`src/rtl/decode_stage_pkg.sv`:
```
// rtl/decode_stage_pkg.sv - opcode, funct and ALU-op encodings shared by the decode stage
package decode_stage_pkg;

  localparam logic [6:0] OPC_OP_IMM = 7'b0010011;
  localparam logic [6:0] OPC_OP     = 7'b0110011;
  localparam logic [6:0] OPC_LUI    = 7'b0110111;
  localparam logic [6:0] OPC_AUIPC  = 7'b0010111;
  localparam logic [6:0] OPC_JAL    = 7'b1101111;
  localparam logic [6:0] OPC_JALR   = 7'b1100111;
  localparam logic [6:0] OPC_BRANCH = 7'b1100011;
  localparam logic [6:0] OPC_LOAD   = 7'b0000011;
  localparam logic [6:0] OPC_STORE  = 7'b0100011;

  localparam logic [2:0] F3_ADD  = 3'b000;
  localparam logic [2:0] F3_SLL  = 3'b001;
  localparam logic [2:0] F3_SR   = 3'b101;
  localparam logic [2:0] F3_JALR = 3'b000;

  localparam logic [6:0] F7_BASE = 7'h00;
  localparam logic [6:0] F7_ALT  = 7'h20;

  typedef enum logic [3:0] {
    ALU_ADD   = 4'd0,
    ALU_SUB   = 4'd1,
    ALU_SLL   = 4'd2,
    ALU_SLT   = 4'd3,
    ALU_SLTU  = 4'd4,
    ALU_XOR   = 4'd5,
    ALU_SRL   = 4'd6,
    ALU_SRA   = 4'd7,
    ALU_OR    = 4'd8,
    ALU_AND   = 4'd9,
    ALU_PASSB = 4'd10
  } alu_op_e;

  // alt selects SUB/SRA; the caller decides when funct7[5] is meaningful
  function automatic alu_op_e alu_from_funct3(input logic [2:0] f3, input logic alt);
    case (f3)
      3'd0:    return alt ? ALU_SUB : ALU_ADD;
      3'd1:    return ALU_SLL;
      3'd2:    return ALU_SLT;
      3'd3:    return ALU_SLTU;
      3'd4:    return ALU_XOR;
      3'd5:    return alt ? ALU_SRA : ALU_SRL;
      3'd6:    return ALU_OR;
      default: return ALU_AND;
    endcase
  endfunction

endpackage

```
`src/rtl/decode_stage_imm_gen.sv`:
```
// rtl/decode_stage_imm_gen.sv - sign-extended I/S/B/U/J immediate extraction
module imm_gen
  import decode_stage_pkg::*;
#(
  parameter int XLEN = 32
) (
  input  logic [XLEN-1:0] inst,
  output logic [XLEN-1:0] imm
);

  logic [31:0] imm32;

  always_comb begin
    imm32 = '0;
    case (inst[6:0])
      OPC_OP_IMM, OPC_JALR, OPC_LOAD: imm32 = {{20{inst[31]}}, inst[31:20]};
      OPC_STORE:  imm32 = {{20{inst[31]}}, inst[31:25], inst[11:7]};
      OPC_BRANCH: imm32 = {{19{inst[31]}}, inst[31], inst[7], inst[30:25], inst[11:8], 1'b0};
      OPC_LUI, OPC_AUIPC: imm32 = {inst[31:12], 12'b0};
      OPC_JAL:    imm32 = {{11{inst[31]}}, inst[31], inst[19:12], inst[20], inst[30:21], 1'b0};
      default:    imm32 = '0;
    endcase
  end

  assign imm = XLEN'($signed(imm32));

endmodule

```
`src/rtl/decode_stage.sv`:
```
// rtl/decode_stage.sv - RV32I/RV32E decode with write-back bypass, load-use stall and ID/EX register
module decode_stage
  import decode_stage_pkg::*;
#(
  parameter int XLEN    = 32,
  parameter int REG_NUM = 32,
  localparam int RAW    = 5
) (
  input  logic            clk,
  input  logic            rst,
  input  logic            flush,
  input  logic            in_valid,
  output logic            in_ready,
  input  logic [XLEN-1:0] in_inst,
  input  logic [XLEN-1:0] in_pc,
  output logic [RAW-1:0]  rs1_addr,
  output logic [RAW-1:0]  rs2_addr,
  input  logic [XLEN-1:0] rs1_rdata,
  input  logic [XLEN-1:0] rs2_rdata,
  input  logic            wb_we,
  input  logic [RAW-1:0]  wb_rd,
  input  logic [XLEN-1:0] wb_data,
  output logic            out_valid,
  input  logic            out_ready,
  output logic [XLEN-1:0] out_pc,
  output logic [XLEN-1:0] out_inst,
  output logic [XLEN-1:0] out_rs1_data,
  output logic [XLEN-1:0] out_rs2_data,
  output logic [XLEN-1:0] out_imm,
  output logic [RAW-1:0]  out_rd,
  output logic            out_rd_we,
  output logic [3:0]      out_alu_op,
  output logic            out_is_load,
  output logic            out_is_store,
  output logic            out_is_branch,
  output logic            out_is_jal,
  output logic            out_is_jalr,
  output logic            out_illegal
);

  localparam logic RV32E = (REG_NUM == 16);

  typedef struct packed {
    logic [XLEN-1:0] pc;
    logic [XLEN-1:0] inst;
    logic [XLEN-1:0] rs1_data;
    logic [XLEN-1:0] rs2_data;
    logic [XLEN-1:0] imm;
    logic [RAW-1:0]  rd;
    logic            rd_we;
    logic [3:0]      alu_op;
    logic            is_load;
    logic            is_store;
    logic            is_branch;
    logic            is_jal;
    logic            is_jalr;
    logic            illegal;
  } idex_t;

  logic [6:0]      opcode;
  logic [2:0]      funct3;
  logic [6:0]      funct7;
  logic [RAW-1:0]  rd_a;
  logic            known, funct_ok, has_rd, uses_rs1, uses_rs2, bad_reg, illegal;
  logic            is_load, is_store, is_branch, is_jal, is_jalr;
  alu_op_e         alu_op;
  logic [XLEN-1:0] imm, rs1_fwd, rs2_fwd;
  logic            hazard, accept;
  logic            valid_q, valid_d;
  idex_t           idex_q, idex_d, dec;

  assign opcode   = in_inst[6:0];
  assign funct3   = in_inst[14:12];
  assign funct7   = in_inst[31:25];
  assign rd_a     = in_inst[11:7];
  assign rs1_addr = in_inst[19:15];
  assign rs2_addr = in_inst[24:20];

  imm_gen #(.XLEN(XLEN)) u_imm_gen (
    .inst (in_inst),
    .imm  (imm)
  );

  always_comb begin
    known     = 1'b1;
    funct_ok  = 1'b1;
    has_rd    = 1'b1;
    uses_rs1  = 1'b0;
    uses_rs2  = 1'b0;
    alu_op    = ALU_ADD;
    is_load   = 1'b0;
    is_store  = 1'b0;
    is_branch = 1'b0;
    is_jal    = 1'b0;
    is_jalr   = 1'b0;
    case (opcode)
      OPC_OP_IMM: begin
        uses_rs1 = 1'b1;
        alu_op   = alu_from_funct3(funct3, (funct3 == F3_SR) && funct7[5]);
        if (funct3 == F3_SLL)     funct_ok = (funct7 == F7_BASE);
        else if (funct3 == F3_SR) funct_ok = (funct7 == F7_BASE) || (funct7 == F7_ALT);
      end
      OPC_OP: begin
        uses_rs1 = 1'b1;
        uses_rs2 = 1'b1;
        alu_op   = alu_from_funct3(funct3, funct7[5]);
        funct_ok = (funct7 == F7_BASE) ||
                   ((funct7 == F7_ALT) && ((funct3 == F3_ADD) || (funct3 == F3_SR)));
      end
      OPC_LUI:   alu_op = ALU_PASSB;
      OPC_AUIPC: ;
      OPC_JAL:   is_jal = 1'b1;
      OPC_JALR: begin
        uses_rs1 = 1'b1;
        is_jalr  = 1'b1;
        funct_ok = (funct3 == F3_JALR);
      end
      OPC_BRANCH: begin
        uses_rs1  = 1'b1;
        uses_rs2  = 1'b1;
        is_branch = 1'b1;
        has_rd    = 1'b0;
        alu_op    = ALU_SUB;
        funct_ok  = (funct3[2:1] != 2'b01);
      end
      OPC_LOAD: begin
        uses_rs1 = 1'b1;
        is_load  = 1'b1;
        funct_ok = (funct3 != 3'b011) && (funct3[2:1] != 2'b11);
      end
      OPC_STORE: begin
        uses_rs1 = 1'b1;
        uses_rs2 = 1'b1;
        is_store = 1'b1;
        has_rd   = 1'b0;
        funct_ok = !funct3[2] && (funct3[1:0] != 2'b11);
      end
      default: known = 1'b0;
    endcase
  end

  // RV32E only has x0..x15, so any used index with bit 4 set is out of range
  assign bad_reg = RV32E && ((has_rd && rd_a[4]) || (uses_rs1 && rs1_addr[4]) ||
                             (uses_rs2 && rs2_addr[4]));
  assign illegal = !known || !funct_ok || bad_reg;

  assign rs1_fwd = (rs1_addr == '0) ? '0 :
                   (wb_we && (wb_rd == rs1_addr)) ? wb_data : rs1_rdata;
  assign rs2_fwd = (rs2_addr == '0) ? '0 :
                   (wb_we && (wb_rd == rs2_addr)) ? wb_data : rs2_rdata;

  always_comb begin
    dec.pc        = in_pc;
    dec.inst      = in_inst;
    dec.rs1_data  = rs1_fwd;
    dec.rs2_data  = rs2_fwd;
    dec.imm       = imm;
    dec.rd        = rd_a;
    dec.rd_we     = !illegal && has_rd && (rd_a != '0);
    dec.alu_op    = illegal ? ALU_ADD : alu_op;
    dec.is_load   = is_load;
    dec.is_store  = is_store;
    dec.is_branch = is_branch;
    dec.is_jal    = is_jal;
    dec.is_jalr   = is_jalr;
    dec.illegal   = illegal;
  end

  assign hazard = valid_q && idex_q.is_load && idex_q.rd_we && in_valid &&
                  ((uses_rs1 && (rs1_addr == idex_q.rd)) ||
                   (uses_rs2 && (rs2_addr == idex_q.rd)));
  assign in_ready = !hazard && (!valid_q || out_ready);
  assign accept   = in_valid && in_ready && !flush;

  always_comb begin
    valid_d = valid_q;
    idex_d  = idex_q;
    if (flush) begin
      valid_d = 1'b0;
    end else if (accept) begin
      valid_d = 1'b1;
      idex_d  = dec;
    end else if (out_ready) begin
      valid_d = 1'b0;
    end
  end

  always_ff @(posedge clk or posedge rst) begin
    if (rst) begin
      valid_q <= 1'b0;
      idex_q  <= '0;
    end else begin
      valid_q <= valid_d;
      idex_q  <= idex_d;
    end
  end

  assign out_valid     = valid_q;
  assign out_pc        = idex_q.pc;
  assign out_inst      = idex_q.inst;
  assign out_rs1_data  = idex_q.rs1_data;
  assign out_rs2_data  = idex_q.rs2_data;
  assign out_imm       = idex_q.imm;
  assign out_rd        = idex_q.rd;
  assign out_rd_we     = idex_q.rd_we;
  assign out_alu_op    = idex_q.alu_op;
  assign out_is_load   = idex_q.is_load;
  assign out_is_store  = idex_q.is_store;
  assign out_is_branch = idex_q.is_branch;
  assign out_is_jal    = idex_q.is_jal;
  assign out_is_jalr   = idex_q.is_jalr;
  assign out_illegal   = idex_q.illegal;

endmodule
```
`config.mk`:
```
export PLATFORM = sky130hd
export DESIGN_NAME = decode_stage
export DESIGN_NICKNAME = d
export VERILOG_FILES = /design/src/rtl/decode_stage_pkg.sv /design/src/rtl/decode_stage_imm_gen.sv /design/src/rtl/decode_stage.sv
export SDC_FILE = /design/constraint.sdc
export NUM_CORES = 1
export LEC_CHECK = 0
export BUFFER_PORTS_ARGS = -buffer_cell sky130_fd_sc_hd__buf_2
export CORE_ASPECT_RATIO = 0.7
export CORE_MARGIN = 2
export CORE_UTILIZATION = 41
export DETAILED_ROUTE_END_ITERATION = 8
export PLACE_DENSITY = 0.7
export SKIP_CTS_REPAIR_TIMING = 1
export SLEW_MARGIN = 10
export SYNTH_ARGS = -nofsm -noshare
export SYNTH_HDL_FRONTEND = slang
export SYNTH_HIERARCHICAL = 1
export SYNTH_SLANG_ARGS = --single-unit
```
`constraint.sdc`:
```
create_clock -name clk -period 6 [get_ports clk]
set_input_delay 0.6 -clock clk [delete_from_list [all_inputs] [get_ports clk]]
set_output_delay 0.6 -clock clk [all_outputs]
set_load 0.02 [all_outputs]
```
==> key figures <==
Setup path
  • CP Capture Type: register
  • CP required: 6310 ps
  • Critical Path Source Type: register
  • Critical Path Fanout Max: 54
  • CP top delay family: simple AND/OR/NAND/NOR gates
  • CP bufs+invs: 1
  • Critical Path, Cell by Cell: xnor2_1, nand4_1, nor4_4, or3_4, buf_4, mux2_2
  • Crit path largest cell delay: 750 ps
  • Crit path kind: register to register
  • CP Data Arrival Time: 3700 ps
  • Slowest CP cell: or3_4

Die
  • Die Area: 22200 µm²
  • Chip Width: 177 µm
  • I/O Pins: 359
  • Die Ht: 125 µm
  • Initial Utilization: 0.416
  • Core area: 20700 µm²
  • Core Rows: 44

Timing
  • Worst slew pin tran: 1030 ps
  • Max Clock Skew: 13.9 ps
  • Setup violations, final: 0
  • Fin crit period: 3400 ps
  • Setup TNS: 0 ps
  • Min Hold Slack: 357 ps
  • Relative slew margins: 0.311
  • Period utilisation layout: 0.567
  • Final Max Slew Viols: 0
  • RSZ-0062 raised after global routing: no
  • Fmax: 294 MHz
  • Hold Fails Final Rpt: 0

Outcome
  • Status: completed

Synthesis
  • #FFs+latches synth: 172
  • Yosys warnings: 6
  • Mapped Cells: 655
  • Mapped cell area: 8620 µm²
  • Mapped Nets: 826
  • Synth unique cells: 62
  • Post-synthesis average cell area: 13.2 µm²
  • Post-synth EDFFs: 0
  • Sequential area share after synthesis: 0.500
  • Post-synth top flop: dfrtp_1
  • FFs w/ async S/R, synth: 1.00

Global routing
  • Largest net degree at the start of global routing: 110
  • GR Util met1: 0.304
  • Initial antenna violation count: 2
  • Met2 GRT Util: 0.376
  • Global routing usage on met3: 0.0709
  • All-Layer GR Usage: 0.233
  • Vias in the first global route: 6868
  • Global route hottest layer: met2
  • Gr ovfl total: 0
  • First-pass GRT wire length: 39800 µm

Routing
  • Drt drc: 0
  • Vias: 6934
  • Drt total wl: 26100 µm
  • Vias per std cell: 5.48
  • DRT iter0 DRCs: 402
  • Routed Antenna Nets: 0
  • Post-DR wirelength/cell: 20.7 µm
  • Initial DRT Pass Iterations: 4

Clock network
  • H-tree Lvls: 4
  • Clk sinks: 172
  • Clock Tree Buf Depth: 2
  • Root buffer cell: clkbuf_16
  • CTS Buf Count: 17
  • CTS tree: built
  • Clk slew on worst S/H paths: 70 ps
  • Clk_lat worst skew: 420 ps

Finish
  • Layout area overhead: 27.8%
  • Area of the multi-input gates: 3890 µm²
  • Most frequent cells in the layout: 358 x buf_2, 172 x dfrtp_1, 156 x mux2_2, 65 x a32o_1, 17 x clkbuf_16
  • Final net count: 1146
  • Commonest non-fill, non-tap cell in the layout: buf_2
  • Fillers: 1865
  • Fraction of layout cells with a size suffix above 1: 0.600
  • Non-Filler Instances: 1265
  • Register Area: 4300 µm²

Power
  • Total power draw: 3.30 mW
  • Leakage: 5.37 nW
  • Pwr dens: 300 nW/µm²
  • VDD IR-drop max: 173 µV

Placement
  • Placed cell count: 1232
  • DP HPWL: 18900 µm
  • PortBufs: 358
  • Placer Congestion: 0.868

Min path
  • Hold Path Class: input port to asynchronous set/reset pin

Run
  • Max_cap viols: 0
## state kept, by name (all words and copies together) (netlist names)
register and flops:
out_imm 32, out_inst 32, out_pc 32, out_rs1_data 32
out_rs2_data 32, out_alu_op 4, out_illegal 1, out_is_branch 1
out_is_jal 1, out_is_jalr 1, out_is_load 1, out_is_store 1
out_rd_we 1, out_valid 1
## worst reg2reg max path, stage by stage, from the launching register on
cell and delay (ps):
dfrtp_1 470, xnor2_1 180, nand4_1 220, nor4_4 660, or3_4 750, buf_4 610
mux2_2 410
## cells in the mapped netlist (2+ instances only)
master / instances / share of area
dfrtp_1: 172 / 0.50
mux2_2: 156 / 0.20
a32o_1: 65 / 0.076
buf_2: 21 / 0.012
buf_4: 17 / 0.015
clkbuf_1: 16 / 0.0070
nand3_1: 15 / 0.0087
buf_6: 12 / 0.016
nor2_1: 12 / 0.0052
xnor2_1: 11 / 0.011
mux2_1: 10 / 0.013
o21ai_2: 10 / 0.010
xor2_1: 10 / 0.010
a21o_1: 9 / 0.0078
a21oi_1: 9 / 0.0052
o31ai_1: 9 / 0.0078
and2b_2: 8 / 0.0081
nand2_1: 8 / 0.0035
nand2b_1: 7 / 0.0051
o21ai_0: 7 / 0.0041
a22o_1: 5 / 0.0051
inv_1: 5 / 0.0022
nor2b_1: 5 / 0.0036
and3_1: 4 / 0.0029
nor4_1: 4 / 0.0029
a31oi_1: 3 / 0.0022
o41ai_1: 3 / 0.0031
nand3b_1: 2 / 0.0017
nand4_1: 2 / 0.0015
nor3_1: 2 / 0.0012
o211ai_1: 2 / 0.0017
o22ai_1: 2 / 0.0015
o32ai_1: 2 / 0.0020
or4_1: 2 / 0.0017
## report_power, final
| group | internal, mW | leakage (nW) | switching (mW) |
|---|---|---|---|
| clock network | 0.602 | 0.290 | 0.503 |
| registers | 1.31 | 2.15 | 0.0849 |
| logic | 0.323 | 2.93 | 0.480 |
| total | 2.24 | 5.37 | 1.07 |
## logic make-up after synthesis
| family | count (synthesis) | synth area share |
|---|---|---|
| buffers and inverters | 71 | 0.0518 |
| multiplexers | 168 | 0.220 |
| AO/OA/AOI/OAI | 134 | 0.136 |
| flip-flops | 172 | 0.500 |
| AND/OR/NAND/NOR | 89 | 0.0716 |
| XOR/XNOR | 21 | 0.0213 |
## stage by stage
stage               area, µm²  utilization  setup WS [ps]
detailed placement      10400        0.503           2270
floorplan                8620            -            740
finish                  11000        0.532           2600
global route            11000        0.532           2350
global placement        10400        0.503           2320
CTS                     11000        0.532           2560
## layer usage
metal | routed length [µm] | part of all wire
met1 | 11100 | 0.42
met2 | 12300 | 0.47
met3 | 2330 | 0.089
met4 | 468 | 0.018
met5 | 0 | 0
## area by class of cell
type                    instances  share of cell area
clock inverters                14              0.0140
repair buffers                367               0.169
clock buffers                  18              0.0399
multi-input cells             412               0.353
inverters                       5             0.00216
flip-flops and latches        172               0.391
diodes                          1            0.000227
well taps                     276              0.0314
## worst paths after layout
| check | startpoint | end | slack (ps) | cells after the start |
|---|---|---|---|---|
| setup / recovery | out_inst[10] | out_inst[15] | 2600 | 6 |
| hold / removal | rst | out_rs2_data[21] | 360 | 2 |
| setup reg to reg | out_inst[10] | out_inst[15] | 2600 | 6 |
| hold reg to reg | out_rs2_data[31] | out_rs2_data[31] | 490 | 1 |
| max in group asynchronous | rst | out_rs2_data[30] | 4090 | 3 |
| min in group clk | flush | out_valid | 380 | 2 |
Note: power is estimated with default switching activity, not from simulation.
